### config.mk
export PLATFORM = sky130hd
export DESIGN_NAME = axi_ad9361_rx_pack
export DESIGN_NICKNAME = d
export VERILOG_FILES = /design/src/rtl/axi_ad9361_rx_pack.sv
export SDC_FILE = /design/constraint.sdc
export NUM_CORES = 1
export LEC_CHECK = 0
export ABC_AREA = 1
export ABC_CLOCK_PERIOD_IN_PS = 6600
export CAP_MARGIN = 20
export CORE_UTILIZATION = 34
export CTS_CLUSTER_SIZE = 16
export DETAILED_ROUTE_END_ITERATION = 10
export GPL_ROUTABILITY_DRIVEN = 0
export HOLD_SLACK_MARGIN = 0.02
export MAX_ROUTING_LAYER = met4
export PLACE_DENSITY = 0.52
export SLEW_MARGIN = 20
export SYNTH_ARGS = -nofsm -noshare
export SYNTH_HDL_FRONTEND = slang
export SYNTH_SLANG_ARGS = --single-unit
### constraint.sdc
create_clock -name adc_clk -period 6.6 [get_ports adc_clk]
set_input_delay 0.66 -clock adc_clk [delete_from_list [all_inputs] [get_ports adc_clk]]
set_output_delay 0.66 -clock adc_clk [all_outputs]
set_load 0.03 [all_outputs]
### src/rtl/axi_ad9361_rx_pack.sv
// axi_ad9361_rx_pack: decimates per-channel ADC samples and packs enabled channels into 64-bit DMA words
module axi_ad9361_rx_pack #(
    parameter int MODE_1R1T = 0
) (
    input  logic        adc_clk,
    input  logic        adc_rstn,
    input  logic        adc_sync,
    input  logic [15:0] adc_datarate,
    input  logic        adc_r1_mode,
    input  logic        adc_valid,
    input  logic        adc_enable_i0,
    input  logic        adc_enable_q0,
    input  logic        adc_enable_i1,
    input  logic        adc_enable_q1,
    input  logic [15:0] adc_data_i0,
    input  logic [15:0] adc_data_q0,
    input  logic [15:0] adc_data_i1,
    input  logic [15:0] adc_data_q1,
    output logic        pack_valid,
    output logic [63:0] pack_data,
    output logic        pack_sync
);
    logic [15:0]       cnt;
    logic [3:0]        mask;
    logic [3:0]        mask_nxt;
    logic [3:0]        fill;
    logic [3:0]        total;
    logic [127:0]      stage;
    logic [127:0]      merged;
    logic              sync_pending;
    logic              accept;
    logic              emit;
    logic [2:0]        n;
    logic [63:0]       beat;
    logic [3:0][15:0]  smp;

    assign smp      = {adc_data_q1, adc_data_i1, adc_data_q0, adc_data_i0};
    assign mask_nxt = {adc_enable_q1, adc_enable_i1, adc_enable_q0, adc_enable_i0} &
                      ((MODE_1R1T != 0 || adc_r1_mode) ? 4'b0011 : 4'b1111);
    assign accept   = adc_valid && cnt == 16'd0 && !adc_sync;
    assign total    = fill + {1'b0, n};
    assign emit     = accept && total >= 4'd4;
    // fill never exceeds 3 after an update, so the appended beat always fits below bit 112
    assign merged   = stage | ({64'd0, beat} << {fill, 4'b0000});

    always_comb begin
        beat = '0;
        n = '0;
        for (int c = 0; c < 4; c++) begin
            if (mask[c]) begin
                beat[{n[1:0], 4'b0000} +: 16] = smp[c];
                n = n + 3'd1;
            end
        end
    end

    always_ff @(posedge adc_clk or negedge adc_rstn) begin
        if (!adc_rstn) begin
            cnt          <= '0;
            mask         <= '0;
            fill         <= '0;
            stage        <= '0;
            sync_pending <= 1'b0;
            pack_valid   <= 1'b0;
            pack_data    <= '0;
            pack_sync    <= 1'b0;
        end else begin
            cnt        <= (adc_sync || cnt == 16'd0) ? adc_datarate : cnt - 16'd1;
            pack_valid <= emit;
            pack_sync  <= emit && sync_pending;
            if (emit)
                pack_data <= merged[63:0];
            if (adc_sync) begin
                mask         <= mask_nxt;
                fill         <= '0;
                stage        <= '0;
                sync_pending <= 1'b1;
            end else if (accept) begin
                fill  <= emit ? total - 4'd4 : total;
                stage <= emit ? {64'd0, merged[127:64]} : merged;
                if (emit)
                    sync_pending <= 1'b0;
            end
        end
    end
endmodule
==> qor.yml <==
run_status:
  outcome: "finished, final reports clean"
place:
  pre_cts_slack_ns: 1.20
  io_buffers: 154
  dpl.hpwl_um: 39300
clock_tree:
  clkTransAtPathRegs_ns: 0.06
  post_cts_buffers: 0
  cts_tree: "done"
  numCtsBuffers: 28
  clkSinkCount: 219
  cts_resized: 0
  htree_levels: 1
  clockRootBuffer: "clkbuf_16"
  clk_latency_ns: 0.57
  cts_hold_buf: 0
  cts_buffer_depth: 3
worst_setup_path:
  path_cells: "inv_1, ha_1, inv_1, nand2_1, nand2_4, inv_1, ha_1, nand2_1, inv_1, a21oi_1, inv_1, fa_1, xor2_1, ha_1, inv_1, nor2_4, buf_4, nand2_1, nand3_1"
  crit_required_ns: 7.08
  crit_buf_inv: 7
  startpoint_type: "flop"
  slowest_stage: "dfrtp_1"
  path_max_fanout: 39
  crit_type: "flop to flop"
  worstPathArrival_ns: 5.91
  endpoint_kind: "flop"
  rr_worst_depth: 19
  cp_num_cells: 19
  critPathMostFrequentCell: "inv_1"
  crit_family: "simple AND/OR/NAND/NOR gates"
  slowest_delay_ns: 0.99
floorplanning:
  initial_core_util_pct: 34.6
  die_h_um: 212
  die_area_um2: 44900
  io_pins: 155
  die_x_um: 212
  row_count: 76
  coreArea_um2: 43300
global_route:
  grt_overflow_total: 0
  grt_first_pass_wirelength_um: 85800
  grt_max_degree: 166
  grt_pass1_vias: 14739
  grt_antenna_before_repair: 0
  grt.total_usage_pct: 25.6
detailed_routing:
  drc: 0
  dr.pass1.iters: 5
  antenna_left: 0
  vias_per_cell: 5.07
  wirelength_um: 54700
  wl_per_cell_um: 18.0
  vias: 15433
  first_iter_violations: 1310
synthesis:
  syn_nets: 2476
  synth_area_um2: 15000
  synth_seq_cells: 219
  syn_area_per_cell_um2: 6.31
  syn_inst: 2373
  ys_seq_area_share_pct: 36.6
  yosysWarnings: 0
  synth.distinct_cells: 43
worst_hold_path:
  hp-class: "input pin to async pin"
cells_and_area:
  drive_gt1_share_pct: 4.39
  n_fill_cell: 4627
  final_common_cell: "nand2_1"
  fin_nets: 2539
  syn2layout_area_growth_pct: 17.8
  final_util_pct: 40.8
  num_antenna_cells: 0
  final_cell_mix: "nand2_1, nand3_1, dfrtp_1, nor2_1, inv_1"
sta:
  finalHoldViolCount: 0
  finalCritPeriodShare_pct: 82.2
  rsz0062_at_grt: "no"
  drv_slew: 0
  fin_worst_skew_ns: 0.0222
  relSlewSlack_pct: 28.4
  tightest_slew_ns: 1.07
  fin_ws_ns: 1.17
  finalSetupViolCount: 0
  max_freq_ghz: 0.184
  min_period_ns: 5.43
  tns_ns: 0
power:
  power_w: 0.00395
  p_leak_nw: 8.97
  vdd_drop_max_v: 0.000171
  p_per_area_nw_per_um2: 224
flow_run:
  drv_cap: 0
==> synth_stat cells (all sizes together) <==
| master | n | area (um2) |
|---|---|---|
| a21oi | 27 | 135 |
| a31oi | 4 | 25.0 |
| buf | 93 | 588 |
| clkbuf | 49 | 184 |
| clkinv | 3 | 12.5 |
| dfrtp | 219 | 5480 |
| fa | 1 | 20.0 |
| ha | 13 | 163 |
| inv | 176 | 663 |
| nand2 | 1072 | 4050 |
| nand3 | 354 | 1780 |
| nand3b | 2 | 15.0 |
| nand4 | 51 | 319 |
| nor2 | 206 | 846 |
| nor3 | 4 | 36.3 |
| nor4 | 3 | 33.8 |
| o21a | 14 | 105 |
| o21ai | 47 | 239 |
| o21bai | 16 | 120 |
| o22ai | 3 | 18.8 |
| o41ai | 1 | 8.76 |
| or2 | 2 | 12.5 |
| xnor2 | 4 | 35.0 |
| xor2 | 9 | 78.8 |
==> power breakdown <==
part / switching (W) / internal (W)
logic: 0.000728 / 0.000251
registers: 0.0000388 / 0.00136
clock network: 0.000627 / 0.000948
total: 0.00139 / 0.00256
==> layer usage <==
metal,up-vias,GRT usage [%],part of all wire (%)
li1,7593,-,-
met1,7220,33.8,45
met2,501,40.1,45
met3,119,2.69,5.1
met4,0,10.0,4.5
met5,-,-,0
==> layout make-up <==
class	count	area, um2	share of cell area, %
Tap cell	585	732	4.15
Clock inverter	14	171	0.971
Sequential cell	219	5480	31.1
Multi-Input combinational cell	1833	8070	45.8
Clock buffer	38	778	4.41
Timing Repair Buffer	175	1730	9.80
Inverter	179	678	3.84
==> cell families after synthesis <==
group                    Yosys count  share of synthesized area, %
adder cells (fa/ha/maj)           14                          1.22
flip-flops                       219                          36.6
buffers and inverters            321                          9.67
XOR/XNOR                          13                         0.760
AO/OA/AOI/OAI                    112                          4.35
AND/OR/NAND/NOR                 1694                          47.4
==> per-stage QoR <==
step | hold slack [ns] | cell area (um2) | cells
CTS | 0.0327 | 17600 | 3043
finish | 0.0193 | 17600 | 3043
detailed placement | 0.458 | 16700 | 2991
global placement | 0.453 | 16700 | 2991
global route | 0.0534 | 17600 | 3043
floorplan | 0.364 | 15000 | 2373
==> registers in the layout, summed over array words and instances, names as in the netlist <==
signal        cells
pack_valid        1
pack_data        64
stage           128
mask              4
sync_pending      1
pack_sync         1
cnt              16
fill              4
==> final timing paths <==
| check | to | slack (ns) | from |
|---|---|---|---|
| setup / recovery | stage[38]$_DFFE_PN0P_ | 1.17 | mask[1]$_DFFE_PN0P_ |
| hold / removal | stage[8]$_DFFE_PN0P_ | 0.02 | adc_rstn |
| setup reg to reg | stage[38]$_DFFE_PN0P_ | 1.17 | mask[1]$_DFFE_PN0P_ |
| hold reg to reg | pack_data[38]$_DFFE_PN0P_ | 0.47 | pack_data[38]$_DFFE_PN0P_ |
| max in group asynchronous | stage[123]$_DFFE_PN0P_ | 5.22 | adc_rstn |
| min in group adc_clk | pack_data[38]$_DFFE_PN0P_ | 0.47 | pack_data[38]$_DFFE_PN0P_ |
==> worst register-to-register path, stage by stage, from the launching register on <==
cell     delay, ns
dfrtp_1       0.99
inv_1         0.21
ha_1          0.39
inv_1         0.09
nand2_1       0.10
nand2_4       0.45
inv_1         0.15
ha_1          0.33
nand2_1       0.06
inv_1         0.08
a21oi_1       0.17
inv_1         0.08
fa_1          0.37
xor2_1        0.26
ha_1          0.34
inv_1         0.12
nor2_4        0.69
buf_4         0.33
nand2_1       0.06
nand3_1       0.08
Power figures use the tool's default switching activity.
